<file path="config.mk">
export PLATFORM = sky130hd
export DESIGN_NAME = cmp_sort_ctrl
export DESIGN_NICKNAME = d
export VERILOG_FILES = /design/src/rtl/cmp_pkg.sv /design/src/rtl/cmp_sort_ctrl_cmp.sv /design/src/rtl/cmp_sort_ctrl.sv
export SDC_FILE = /design/constraint.sdc
export NUM_CORES = 1
export LEC_CHECK = 0
export ABC_AREA = 1
export CAP_MARGIN = 5
export CORE_MARGIN = 4
export CORE_UTILIZATION = 35
export DETAILED_ROUTE_END_ITERATION = 6
export MAX_ROUTING_LAYER = met4
export PLACE_DENSITY = 0.56
export SLEW_MARGIN = 10
export SYNTH_ARGS = -nofsm -noshare
export SYNTH_HDL_FRONTEND = slang
export SYNTH_SLANG_ARGS = --single-unit
</file>
<file path="constraint.sdc">
create_clock -name clk -period 5 [get_ports clk]
set_clock_uncertainty 0.15 [all_clocks]
set_input_delay 1 -clock clk [delete_from_list [all_inputs] [get_ports clk]]
set_output_delay 1 -clock clk [all_outputs]
set_load 0.005 [all_outputs]
</file>
<file path="src/rtl/cmp_pkg.sv">
// Shared types and constants for the comparator-based byte sorter.
package cmp_pkg;

  localparam int BYTE_W = 8;
  localparam logic [7:0] SWAP_SAT = 8'hFF;

  typedef enum logic [1:0] {
    IDLE  = 2'd0,
    LOAD  = 2'd1,
    SORT  = 2'd2,
    DRAIN = 2'd3
  } state_t;

  // Saturating increment used by the swap counter.
  function automatic logic [7:0] sat_inc(input logic [7:0] v);
    return (v == SWAP_SAT) ? v : v + 8'd1;
  endfunction

endpackage

</file>
<file path="src/rtl/cmp_sort_ctrl_cmp.sv">
// Unsigned magnitude comparator shared by every compare step of the sorter.
module cmp_sort_ctrl_cmp
  import cmp_pkg::*;
(
  input  logic [BYTE_W-1:0] a,
  input  logic [BYTE_W-1:0] b,
  output logic              gt,
  output logic              lt,
  output logic              eq
);

  assign gt = (a > b);
  assign lt = (a < b);
  assign eq = (a == b);

endmodule

</file>
<file path="src/rtl/cmp_sort_ctrl.sv">
// Block sorter: loads DEPTH bytes, bubble-sorts them with one comparator, drains ascending.
// Optional macro CMP_SORT_EARLY_EXIT_EN ends SORT after the first pass without swaps.
module cmp_sort_ctrl
  import cmp_pkg::*;
#(
  parameter int DEPTH = 8
) (
  input  logic              clk,
  input  logic              rst_n,
  input  logic              in_valid,
  output logic              in_ready,
  input  logic [BYTE_W-1:0] in_data,
  output logic              out_valid,
  input  logic              out_ready,
  output logic [BYTE_W-1:0] out_data,
  output logic              busy,
  output logic [7:0]        swap_count
);

  localparam int IW = $clog2(DEPTH);
  localparam int PW = $clog2(DEPTH);
  localparam logic [IW-1:0] LAST_IDX  = IW'(DEPTH - 1);
  localparam logic [IW-1:0] LAST_CMP  = IW'(DEPTH - 2);
  localparam logic [PW-1:0] LAST_PASS = PW'(DEPTH - 2);

  logic [BYTE_W-1:0] mem [DEPTH];

  state_t            state;
  state_t            state_nxt;
  logic [IW-1:0]     wr_idx;
  logic [IW-1:0]     idx;
  logic [IW-1:0]     idx_p1;
  logic [IW-1:0]     rd_idx;
  logic [PW-1:0]     pass;
  logic [7:0]        swap_cnt;
  logic [BYTE_W-1:0] cmp_a;
  logic [BYTE_W-1:0] cmp_b;
  logic              gt;
  logic              lt;
  logic              eq;
  logic              do_swap;
  logic              accept;
  logic              drain_hs;
  logic              pass_end;
  logic              sort_done;

  assign idx_p1 = idx + 1'b1;
  assign cmp_a  = mem[idx];
  assign cmp_b  = mem[idx_p1];

  cmp_sort_ctrl_cmp u_cmp (
    .a  (cmp_a),
    .b  (cmp_b),
    .gt (gt),
    .lt (lt),
    .eq (eq)
  );

  // Only a strict greater-than swaps, so equal bytes keep their load order.
  assign do_swap  = (state == SORT) && gt && !lt && !eq;
  assign accept   = in_valid && in_ready;
  assign drain_hs = out_valid && out_ready;
  assign pass_end = (state == SORT) && (idx == LAST_CMP);

`ifdef CMP_SORT_EARLY_EXIT_EN
  logic pass_swapped;

  assign sort_done = pass_end && ((pass == LAST_PASS) || !(pass_swapped || do_swap));
`else
  assign sort_done = pass_end && (pass == LAST_PASS);
`endif

  always_ff @(posedge clk or negedge rst_n) begin
    if (!rst_n) begin
      state <= IDLE;
    end else begin
      state <= state_nxt;
    end
  end

  always_comb begin
    state_nxt = state;
    in_ready  = 1'b0;
    out_valid = 1'b0;
    busy      = 1'b0;
    out_data  = '0;
    case (state)
      IDLE: begin
        in_ready = 1'b1;
        if (in_valid) state_nxt = LOAD;
      end
      LOAD: begin
        in_ready = 1'b1;
        if (in_valid && (wr_idx == LAST_IDX)) state_nxt = SORT;
      end
      SORT: begin
        busy = 1'b1;
        if (sort_done) state_nxt = DRAIN;
      end
      DRAIN: begin
        busy      = 1'b1;
        out_valid = 1'b1;
        out_data  = mem[rd_idx];
        if (out_ready && (rd_idx == LAST_IDX)) state_nxt = IDLE;
      end
      default: state_nxt = IDLE;
    endcase
  end

  // Indices and swap counter; every index returns to zero when its phase ends.
  always_ff @(posedge clk or negedge rst_n) begin
    if (!rst_n) begin
      wr_idx   <= '0;
      idx      <= '0;
      rd_idx   <= '0;
      pass     <= '0;
      swap_cnt <= '0;
    end else begin
      if (accept) begin
        wr_idx <= (wr_idx == LAST_IDX) ? '0 : wr_idx + 1'b1;
        if (state == IDLE) swap_cnt <= '0;
      end
      if (state == SORT) begin
        if (do_swap) swap_cnt <= sat_inc(swap_cnt);
        if (pass_end) begin
          idx  <= '0;
          pass <= sort_done ? '0 : pass + 1'b1;
        end else begin
          idx <= idx_p1;
        end
      end
      if (drain_hs) rd_idx <= (rd_idx == LAST_IDX) ? '0 : rd_idx + 1'b1;
    end
  end

`ifdef CMP_SORT_EARLY_EXIT_EN
  always_ff @(posedge clk or negedge rst_n) begin
    if (!rst_n) begin
      pass_swapped <= 1'b0;
    end else if (state == SORT) begin
      pass_swapped <= pass_end ? 1'b0 : (pass_swapped | do_swap);
    end
  end
`endif

  // Storage has no reset; loads and swaps never coincide because they live in different states.
  always_ff @(posedge clk) begin
    if (accept) begin
      mem[wr_idx] <= in_data;
    end else if (do_swap) begin
      mem[idx]    <= cmp_b;
      mem[idx_p1] <= cmp_a;
    end
  end

  assign swap_count = swap_cnt;

endmodule

</file>
==> impl_metrics.tcl <==
set metrics [dict create \
    outcome "completed" \
    clk_path_buf_depth 2 \
    synth_area_um2 6432 \
    crit_path_end_kind "flop" \
    dieWidth_um 143.6 \
    wl_per_cell_um 19.75 \
    final_common_cell "nand2_1" \
    finalHoldViolations 0 \
    nNetsFinal 942 \
    fin_area_um2 7279 \
    fin_crit_sh_pct 84.22 \
    cp.required_ns 4.85 \
    syn_inst 892 \
    cp_num_buf_inv 2 \
    first_iter_violations 744 \
    num_vias 6314 \
    power_leakage_nw 3.204 \
    setup_viol 0 \
    highest_layer "met4" \
    hold_path_class "reg -> reg" \
    fin_crit_ns 4.211 \
    area_delta_synth_final_pct 13.17 \
    gp_congestion 0.9427 \
    grt_max_degree 104 \
    drc 0 \
    fillers 1879 \
    dp_cells 1127 \
    grt_remaining_overflow 0 \
    track_usage_pct 22.96 \
    post_cts_buffers 0 \
    ys_types 38 \
    avgSynthCellArea_um2 7.211 \
    fmax_mhz 237.5 \
    drive_above_1_share_pct 8.096 \
    cts_made_buffers 9 \
    min_from "pass[1]" \
    whs_endpoint "pass[1]" \
    initial_core_util_pct 35.69 \
    crit_arrival_ns 4.06 \
    antennaDiodeCount 0 \
    clk_latency_ns 0.35 \
    totalWireLength_um 22580 \
    ctsHoldBuffers 0 \
    root_buffer "clkbuf_16" \
    fin_tns_setup_ns 0 \
    vias_per_cell 5.524 \
    switchingPower_w 0.0004436 \
    r2r_start "idx[1]" \
    cp_slowest_cell "dfrtp_1" \
    worstRegToRegCells 13 \
    syn_nets 925 \
    core_um2 18020 \
    cp-start-kind "flop" \
    antenna_found_initial 0 \
    critPathKind "reg -> reg" \
    placed_cell_area_um2 6940 \
    critPathMaxFanout 17 \
    slew_headroom_pct 40.08 \
    clock_power_share_pct 41.2 \
    swShare_pct 23.77 \
    slew_violations 0 \
    hold_depth 2 \
    wl_met2_um 9851 \
    regToRegSetupSlack_ns 0.79 \
    tritoncts "done" \
    wl_met3_um 2237 \
    path_clk_slew_ns 0.06 \
    antenna_left 0 \
    power.internal_w 0.001423 \
    power_density_nw_per_um2 256.4 \
    rows 49 \
    cts-resized-gates 0 \
    peakVddDrop_mv 0.1508 \
    final_core_util_pct 40.39 \
    cpPeakStageDelay_ns 0.67 \
    most-common-layout-cells "nand2_1 (314), o21ai_0 (113), nand3_1 (86)" \
    met1Wirelength_um 9661 \
    p_seq_share_pct 48.5 \
    final_cells 1143 \
    cts_max_level 3 \
    clock_sinks 86 \
    port_buffers 30 \
    maxCapViolCount 0 \
    cpLargestDelayFamily "compound AO/OA/AOI/OAI gates" \
    synth-seq-cells 86 \
    dr.pass1.iters 6 \
    worstPathCellList "buf_4 > o21ai_0 > o21ai_0 > a21oi_1 > a31oi_4 > ha_1 > nand2_1 > nor2_1 > a21oi_4 > nand3_4 > inv_4 > nand2_2 > nand2_1" \
    dpl.hpwl_um 16520 \
    grt_pass1_vias 5682 \
    yosysSeqAreaShare_pct 38.44 \
    rsz0062_at_grt "no" \
    io-pin-count 31 \
    cp.depth 13 \
    worst_slew_pin_slew_ns 0.8988 \
    worst_r2r_endpoint "mem[0][7]" \
    ys_warn_count 0 \
    die_h_um 143.6 \
    comb_power_share_pct 10.4 \
    die_area_um2 20610 \
    grt_first_pass_wirelength_um 34040 \
]
==> cell type report <==
type                    instances  area (um2)  area share, %
repair buffers                 40       387.9          5.328
multi-input cells             694        3492          47.97
inverters                      78       300.3          4.125
clock buffers                  10       229.0          3.145
flip-flops and latches         86        2474          33.98
well taps                     229       286.5          3.936
clock inverters                 6       110.1          1.513
==> worst max path at each step <==
stage / start / endpoint
2_1_floorplan: idx[0] / mem[2][0]
3_3_place_gp: idx[1] / mem[0][4]
3_5_place_dp: idx[1] / mem[0][4]
4_1_cts: idx[1] / mem[0][7]
5_1_grt: idx[1] / mem[4][7]
6_report: idx[1] / mem[0][7]
==> cells in the mapped netlist, drive strengths merged <==
cell      n  area share [%]
nand2   333              20
dfrtp    22             8.6
buf      21             1.8
a21oi    41             3.4
xor2      1            0.14
clkbuf   13            0.76
nand3    87             7.0
edfxtp   64              30
a21o      1            0.12
o211ai   16             1.9
a31oi    15             3.1
ha       21             4.1
or2       1           0.097
a31o      1            0.14
inv      72             4.2
o31ai     1            0.12
clkinv    6            0.43
a211oi    2            0.23
nor3      2            0.16
nand4     7            0.68
nor2     49             3.6
xnor2     2            0.27
o21ai   114             8.9
==> through the flow <==
stage	hold WS (ns)	total power (W)	setup slack [ns]
5_1_grt	0.4130	0.001939	0.5007
6_report	0.3835	0.001866	0.7889
3_3_place_gp	0.3713	0.001115	0.9275
2_1_floorplan	0.3312	0.0009933	1.369
4_1_cts	0.3841	0.001880	0.8326
3_5_place_dp	0.3694	0.001113	0.8453
==> routing by layer <==
metal | vias up | track usage, %
met4 | 0 | 9.514
met3 | 48 | 4.892
li1 | 3025 | -
met2 | 329 | 32.88
met1 | 2912 | 31.50
met5 | - | -
==> sequential cells by signal, indices dropped and copies added, names as in the netlist <==
signal,flops
idx,3
mem,64
pass,3
rd_idx,3
state,2
swap_count,8
wr_idx,3
==> cells by family after synthesis <==
kind of cell	count (synthesis)	synth area share, %
flops	86	38.44
simple gates	479	31.94
xor+xnor	3	0.4086
buf+inv	112	7.275
compound gates	191	17.86
fa+ha+maj	21	4.085
==> power groups by stage <==
stage / clock (W) / sequential, W / combinational [W]
after floorplan: 0 / 0.000892 / 0.000102
after global placement: 0 / 0.000921 / 0.000194
after detailed placement: 0 / 0.000918 / 0.000196
after CTS: 0.000782 / 0.000903 / 0.000196
after global routing: 0.000807 / 0.000914 / 0.000219
final: 0.000768 / 0.000905 / 0.000193
==> worst register-to-register path, stage by stage (launching register included) <==
cell and delay (ns):
dfrtp_1 0.67, buf_4 0.33, o21ai_0 0.11, o21ai_0 0.15
a21oi_1 0.09, a31oi_4 0.49, ha_1 0.33, nand2_1 0.09
nor2_1 0.07, a21oi_4 0.28, nand3_4 0.24, inv_4 0.30
nand2_2 0.21, nand2_1 0.36
Note: power is estimated with default switching activity, not from simulation.
